File: config.mk
export PLATFORM = sky130hd
export DESIGN_NAME = dot_accumulator
export DESIGN_NICKNAME = d
export VERILOG_FILES = /design/src/rtl/mac_pkg.sv /design/src/rtl/acc_adder.sv /design/src/rtl/dot_accumulator.sv
export SDC_FILE = /design/constraint.sdc
export NUM_CORES = 1
export LEC_CHECK = 0
export CELL_PAD_IN_SITES_DETAIL_PLACEMENT = 1
export CELL_PAD_IN_SITES_GLOBAL_PLACEMENT = 2
export CORE_UTILIZATION = 28
export DETAILED_ROUTE_END_ITERATION = 10
export MAX_ROUTING_LAYER = met4
export PLACE_DENSITY = 0.85
export SLEW_MARGIN = 20
export SYNTH_ARGS = -nofsm -noshare
export SYNTH_HDL_FRONTEND = slang
export SYNTH_SLANG_ARGS = --single-unit
export TNS_END_PERCENT = 1
File: constraint.sdc
create_clock -name clk -period 15.1 [get_ports clk]
set_input_delay 4.53 -clock clk [delete_from_list [all_inputs] [get_ports clk]]
set_output_delay 4.53 -clock clk [all_outputs]
set_load 0.1 [all_outputs]
File: src/rtl/mac_pkg.sv
// Shared types and default widths for the dot-product accumulator.
package mac_pkg;

    // Controller states: waiting for a first beat, summing, presenting a result.
    typedef enum logic [1:0] {
        IDLE  = 2'd0,
        ACCUM = 2'd1,
        HOLD  = 2'd2
    } state_t;

    // Default widths: the product matches the 16x16 multiplier output.
    localparam int PROD_W_DEF = 32;
    localparam int ACC_W_DEF  = 40;
    localparam int LEN_W_DEF  = 8;

endpackage

File: src/rtl/acc_adder.sv
// Combinational W-bit ripple-carry adder with carry-out, used for the
// accumulator update.
module acc_adder #(
    parameter int W = 40
) (
    input  logic [W-1:0] a,
    input  logic [W-1:0] b,
    output logic [W-1:0] sum,
    output logic         cout
);

    logic [W:0] carry;

    // Bitwise ripple: each stage feeds its carry into the next one.
    always_comb begin
        // NOTE: combinational logic uses blocking '=' and assigns every output
        // a default first, so bit order is respected and no latch is inferred.
        sum      = '0;
        carry    = '0;
        carry[0] = 1'b0;
        for (int i = 0; i < W; i++) begin
            sum[i]     = a[i] ^ b[i] ^ carry[i];
            carry[i+1] = (a[i] & b[i]) | (carry[i] & (a[i] ^ b[i]));
        end
        cout = carry[W];
    end

endmodule

File: src/rtl/dot_accumulator.sv
// Dot-product accumulator: sums a programmable number of multiplier products
// into a wide register and presents the total on a valid/ready port.
module dot_accumulator
    import mac_pkg::*;
#(
    parameter int PROD_W = PROD_W_DEF,
    parameter int ACC_W  = ACC_W_DEF,
    parameter int LEN_W  = LEN_W_DEF
) (
    input  logic              clk,
    input  logic              rst_n,
    input  logic [LEN_W-1:0]  len,
    input  logic              clr,
    input  logic              in_valid,
    output logic              in_ready,
    input  logic [PROD_W-1:0] in_prod,
    output logic              out_valid,
    input  logic              out_ready,
    output logic [ACC_W-1:0]  out_acc,
    output logic              out_ovf,
    output logic              busy
);

    localparam logic [LEN_W:0] CNT_ONE  = {{LEN_W{1'b0}}, 1'b1};
    localparam logic [LEN_W:0] LEN_FULL = {1'b1, {LEN_W{1'b0}}};

    state_t state, next_state;

    logic [ACC_W-1:0] acc;
    logic [LEN_W:0]   cnt;
    logic [LEN_W-1:0] len_q;
    logic             ovf;

    logic             beat;
    logic             last_beat;
    logic [LEN_W-1:0] len_sel;
    logic [LEN_W:0]   target;
    logic [LEN_W:0]   cnt_next;
    logic [ACC_W-1:0] add_a;
    logic [ACC_W-1:0] add_b;
    logic [ACC_W-1:0] add_sum;
    logic             add_cout;

    assign beat = in_valid && in_ready;

    // Target length and count for the current beat; the first beat of a
    // sequence uses the live len input because len_q is loaded on that beat.
    always_comb begin
        len_sel   = (state == IDLE) ? len : len_q;
        target    = (len_sel == '0) ? LEN_FULL : {1'b0, len_sel};
        cnt_next  = (state == IDLE) ? CNT_ONE : cnt + CNT_ONE;
        last_beat = (cnt_next == target);
    end

    // A first beat adds onto zero, so the same adder serves both states.
    assign add_a = (state == IDLE) ? '0 : acc;
    assign add_b = {{(ACC_W-PROD_W){1'b0}}, in_prod};

    acc_adder #(
        .W (ACC_W)
    ) u_adder (
        .a    (add_a),
        .b    (add_b),
        .sum  (add_sum),
        .cout (add_cout)
    );

    // State register.
    always_ff @(posedge clk or negedge rst_n) begin
        // NOTE: clocked state uses non-blocking '<=' so every flop samples
        // values from before the edge, independent of block ordering.
        if (!rst_n) begin
            state <= IDLE;
        end else begin
            state <= next_state;
        end
    end

    // Next-state logic; clr overrides every transition.
    always_comb begin
        next_state = state;
        unique case (state)
            IDLE:    if (beat) next_state = last_beat ? HOLD : ACCUM;
            ACCUM:   if (beat && last_beat) next_state = HOLD;
            HOLD:    if (out_ready) next_state = IDLE;
            default: next_state = IDLE;
        endcase
        if (clr) next_state = IDLE;
    end

    // Datapath registers: accumulator, beat counter, latched length, overflow.
    always_ff @(posedge clk or negedge rst_n) begin
        if (!rst_n) begin
            acc   <= '0;
            cnt   <= '0;
            len_q <= '0;
            ovf   <= 1'b0;
        end else if (clr) begin
            acc <= '0;
            cnt <= '0;
            ovf <= 1'b0;
        end else if (beat) begin
            acc <= add_sum;
            cnt <= cnt_next;
            ovf <= (state == IDLE) ? add_cout : (ovf | add_cout);
            if (state == IDLE) len_q <= len;
        end
    end

    // Port outputs decoded from state; in_ready is held low during reset.
    always_comb begin
        in_ready  = rst_n && (state != HOLD);
        out_valid = (state == HOLD);
        busy      = (state != IDLE);
    end

    assign out_acc = acc;
    assign out_ovf = ovf;

endmodule

=== Word level (Yosys, flattened, before mapping) ===
Cells that the tools add are included.

* Add/subtract/negate cells: 1
* Bitwise operators: 175
* Multiplexer cells: 17
* Reductions and logical operators: 9
* Equal/unequal tests: 7

{| class="wikitable"
|+ Operator list
! operator !! number
|-
| $mux 40 || 3
|-
| $and 1x1->1 || 71
|-
| $xor 1x1->1 || 71
|-
| $mux 9 || 4
|-
| $or 1x1->1 || 32
|-
| $mux 2 || 5
|-
| $add 9x1->9 const B || 1
|-
| $eq 9x9->1 || 1
|-
| $logic_not 8->1 || 1
|-
| $mux 8 || 1
|-
| $ne 3x3->1 const B || 2
|-
| $pmux 2 s3 || 1
|-
| $reduce_bool 2->1 || 2
|-
| $logic_and 1x1->1 || 3
|-
| $mux 1 || 3
|-
| $ne 3x2->1 const B || 1
|-
| $reduce_and 3->1 || 1
|-
| $eq 2x1->1 const B || 1
|-
| $eq 2x2->1 const B || 1
|-
| $logic_not 2->1 || 1
|-
| $ne 2x2->1 const B || 1
|-
| $reduce_and 2->1 || 1
|-
| $not 1->1 || 1
|}

* Input port bits: 45
* Output and inout bits: 44
* Flip-flop bits (word level): 60
* Logic and storage cells: 214

=== Depth between registers and ports, before layout ===
* Word-level depth: 77
* Mapped depth: 49
* Gate-level depth less buffers: 47

=== Hierarchy ===
From an unflattened synthesis, not the netlist that was laid out.

* Cell total of the unflattened synthesis: 403
* Area total of the unflattened synthesis: 3,915.0 µm²

{| class="wikitable"
|+ Modules (own cells, without submodules)
! module !! times used !! area each (µm²) !! sequential area each (µm²) !! cells each
|-
| dot_accumulator || 1 || 3,084.2 || 1,501.4 || 353
|-
| acc_adder || 1 || 830.8 || 0.0 || 50
|}

=== Least setup slack after synthesis ===
Ideal clock, no wire load.

* Path type: input to register
* From: input in_prod[0]
* To: register acc[39], in the netlist out_acc[39]
* Arrival time: 17,541 ps
* Required time: 14,964 ps
* Cell stages on the path: 44
* Path slack: -2,577 ps
* Buffers on the path: 0
* Path through: ha_1 > inv_1 > fa_1 > fa_1 > fa_1 > fa_1 > fa_1 > fa_1 > fa_1 > fa_1 > fa_1 > fa_1 > fa_1 > fa_1 > fa_1 > fa_1 > fa_1 > fa_1 > [8 not listed] > fa_1 > fa_1 > fa_1 > fa_1 > fa_1 > fa_1 > inv_1 > fa_1 > ha_1 > ha_1 > ha_1 > ha_1 > ha_1 > ha_1 > ha_1 > ha_1 > nand2_1 > a21oi_1

* Longest elaborated chain between the ends: 73

{| class="wikitable"
|+ RTL lines
! element !! RTL line !! source
|-
| start: declaration || dot_accumulator.sv:16 || <nowiki>input logic [PROD_W-1:0] in_prod,</nowiki>
|-
| $and 1x1->1 (2 in series) || acc_adder.sv:23 || <nowiki>carry[i+1] = (a[i] & b[i]) | (carry[i] & (a[i] ^ b[i]));</nowiki>
|-
| $or 1x1->1 || acc_adder.sv:23 ||
|-
| $and 1x1->1 || acc_adder.sv:23 ||
|-
| $or 1x1->1 || acc_adder.sv:23 ||
|-
| $and 1x1->1 || acc_adder.sv:23 ||
|-
| $or 1x1->1 || acc_adder.sv:23 ||
|-
| $and 1x1->1 || acc_adder.sv:23 ||
|-
| $or 1x1->1 || acc_adder.sv:23 ||
|-
| [50 not listed] || - ||
|-
| $and 1x1->1 || acc_adder.sv:23 ||
|-
| $or 1x1->1 || acc_adder.sv:23 ||
|-
| $and 1x1->1 || acc_adder.sv:23 ||
|-
| $or 1x1->1 || acc_adder.sv:23 ||
|-
| $and 1x1->1 (7 in series) || acc_adder.sv:23 ||
|-
| $xor 1x1->1 || acc_adder.sv:22 || <nowiki>sum[i] = a[i] ^ b[i] ^ carry[i];</nowiki>
|-
| $mux 40 || dot_accumulator.sv:102 || <nowiki>end else if (beat) begin</nowiki>
|-
| $mux 40 || dot_accumulator.sv:98 || <nowiki>end else if (clr) begin</nowiki>
|-
| end signal: assignment || dot_accumulator.sv:103 || <nowiki>acc <= add_sum;</nowiki>
|-
| end: declaration || dot_accumulator.sv:29 || <nowiki>logic [ACC_W-1:0] acc;</nowiki>
|}

Every way passes these cells. The select of a mux whose other input is x is not followed.
A chain may end at the register's enable or synchronous reset.

=== Worst setup path after layout ===
Same ends and word-level chain as after synthesis.

==> metrics.txt <==
Placed Area=4930 um2; Syn Area/Cell=between 9 and 10 um2; Critical Path AT=16.96 ns; H-tree depth=3; top post-synthesis cells by area=dfrtp_1, fa_1, nand2_1, a211oi_1, nor2_1; via/cell ratio=4.79; origin of the worst setup path=in_prod[0]; RSZ-0062 raised after global routing=true; 1st-iter DRT viols=133; post-route cell area=5250 um2; DRT Pass-1 Iters=4; post-synthesis sequential area ratio=38.8%; Post-CTS Setup Inserts=0; Setup crit start kind=input pin; fin util=between 30% and 40%; vias in the first global route=3444; R2R Setup Slk=between 1.5 and 2 ns; CP most frequent cell=fa_2; Ys Warns=0; Critical R2R Launch=state[0]; PortBufs=88; n_diodes=0; Final #Nets=564; worst skew pair latency=0.34 ns; Max VDD drop=0.0506 mV; endpoints failing hold=0; R2R Path End=out_acc[39]; die width=120 um; worst slew pin tran=1.04 ns; CTS tree=built; Slew Limit Fails=0; pin count of the biggest net entering global routing=78; Mapped Nets=486; Max Cap Viol=0; Cells on Worst Hold Path=2; first-pass GRT wire length=17300 um; leakage=2.11 nW; CTS root buf=clkbuf_16; die area=14300 um2; Die H=120 um; remaining routing DRC violations=0; P&R area growth vs syn=35.5%; Synth area leader=dfrtp_1; Max clock buf depth=2; layout cells sized above 1=13.5%; worst hold slack=0.536 ns; critical path class=input pin to flop; initial antenna violation count=0; number of I/O pins=89; top-area cell type share of the netlist area=38.8%; Clk pin slew, worst setup/hold paths=0.05 ns; CTS buffer count=9; Yosys reg bits=60; Crit-path slowest cell=fa_2; Yosys cell types=44; Starting Density=29.0%; CP max FO=1; status=complete, but fails checks; top_reg_cell synth=dfrtp_1; core area=13300 um2; worst setup margin=-1.67 ns; routed length per instance=15.8 um; Hold Path Class=flop to flop; violated checks=setup timing; Critical Path RT=roughly 15 ns; Vias=3155; Synth Instances=400; relative slew slack=between 30 and 40%; Setup Skew=0.00850 ns; GRT Resource Usage Total=between 15 and 20%; antenna-violating nets left=0; crit-path max cell delay=0.37 ns; fin crit period=16.77 ns; Post-Syn Area=between 3000 and 4000 um2; gpl congestion=0.823; worst-case reg-to-reg path depth=47; Fmax=59.6 MHz; row cnt=42; total grt overflow=0; Clock Sinks=60; Final setup viols=11; DP Wirelength=7230 um; Hold Crit Start=out_acc[37]; Final Cycle Share=111%; asr flop ratio synth=100%; Pwr Density=98.4 nW/um2; EDFF count, synth=0; Hold Path End=out_acc[37]; critical path endpoint category=flop; routed wire length=between 10000 and 15000 um
logic make-up (layout without fill, tap and decap cells):
kind of cell	count (synthesis)	in the layout	share of synthesized area [%]
AO/OA/AOI/OAI	68	68	11.4
XOR/XNOR	14	14	3.84
adder cells (fa/ha/maj)	41	41	19.3
buffers and inverters	60	143	6.81
flip-flops	60	60	38.8
multiplexers	8	8	2.29
AND/OR/NAND/NOR	149	149	17.6
cells in the mapped netlist (all sizes together), types with 6 or more instances:
library cell  count
o21ai             8
mux2              7
nand2            67
xor2              6
clkbuf           16
buf               8
dfrtp            60
a211oi           32
fa               31
nor2             41
inv              35
ha               10
and2             13
xnor2             8
a21oi            22
stage by stage:
stage,instances,TNS [ns],power (mW),worst slack [ns]
after floorplan,400,-9.82,0.270,-1.45
after global placement,643,-21.87,0.310,-2.49
after detailed placement,643,-23.97,0.313,-2.66
after CTS,659,-12.26,0.525,-1.73
after global routing,659,-14.63,0.542,-1.97
final,659,-11.74,0.516,-1.67
flip-flops by register name (all words and copies together) (netlist names):
| signal | count |
|---|---|
| out_acc | 40 |
| out_ovf | 1 |
| len_q | 8 |
| state | 2 |
| cnt | 9 |
how the worst max path moves through the flow:
stage                     slack (ns)          end  cells past startpoint
after floorplan                -1.45  out_acc[39]                     44
after global placement         -2.49  out_acc[39]                     45
after detailed placement       -2.66  out_acc[39]                     45
after CTS                      -1.73  out_acc[39]                     44
after global routing           -1.97  out_acc[39]                     45
final                          -1.67  out_acc[39]                     45
worst max-delay path: cells and delay by family:
family / cells / cell delay (ns)
fa+ha+maj: 40 / 12.12
buf+inv: 3 / 0.20
compound gates: 1 / 0.06
simple gates: 1 / 0.06
timing repair:
item	4_1_cts	5_1_grt
hold buffers	0	0
pin swaps	1	0
setup endpoints to repair	13	12
resized for setup	12	3
report_power, final:
group | internal [mW] | switching, mW
Combinational | 0.0411 | 0.0846
Sequential | 0.172 | 0.0123
Clock | 0.132 | 0.0746
cell usage in the layout, fill, tap and decap left out, types with 3 or more instances in the layout:
| master | netlist | layout |
|---|---|---|
| and2_1 | 13 | 13 |
| inv_2 | 1 | 4 |
| nand2b_1 | 3 | 3 |
| a21oi_1 | 22 | 22 |
| dfrtp_1 | 60 | 60 |
| clkbuf_16 | 0 | 9 |
| xor2_1 | 5 | 5 |
| buf_4 | 0 | 5 |
| a211oi_1 | 32 | 31 |
| nand2_1 | 67 | 67 |
| xnor2_1 | 7 | 7 |
| nand4_1 | 4 | 4 |
| fa_2 | 0 | 30 |
| ha_1 | 10 | 9 |
| inv_1 | 34 | 31 |
| nor4_1 | 3 | 3 |
| mux2_1 | 7 | 7 |
| clkdlybuf4s50_1 | 0 | 84 |
| nand3_1 | 5 | 5 |
| nor2_1 | 40 | 40 |
| o21ai_0 | 6 | 6 |
| or3_1 | 4 | 4 |
routing by layer:
| layer | routed length, um | track usage [%] | vias up |
|---|---|---|---|
| met5 | 0 | - | - |
| met4 | 128 | 5.47 | 0 |
| met3 | 509 | 4.66 | 12 |
| met2 | 5200 | 26.1 | 70 |
| met1 | 4570 | 19.3 | 1604 |
| li1 | - | - | 1469 |
final cells by class:
cell class | count | area, um2
well taps | 176 | 220
fillers | 1532 | 8100
multi-input cells | 280 | 2200
repair buffers | 92 | 898
clock inverters | 4 | 48.8
clock buffers | 12 | 246
inverters | 35 | 131
flip-flops and latches | 60 | 1500
Power figures use the tool's default switching activity.
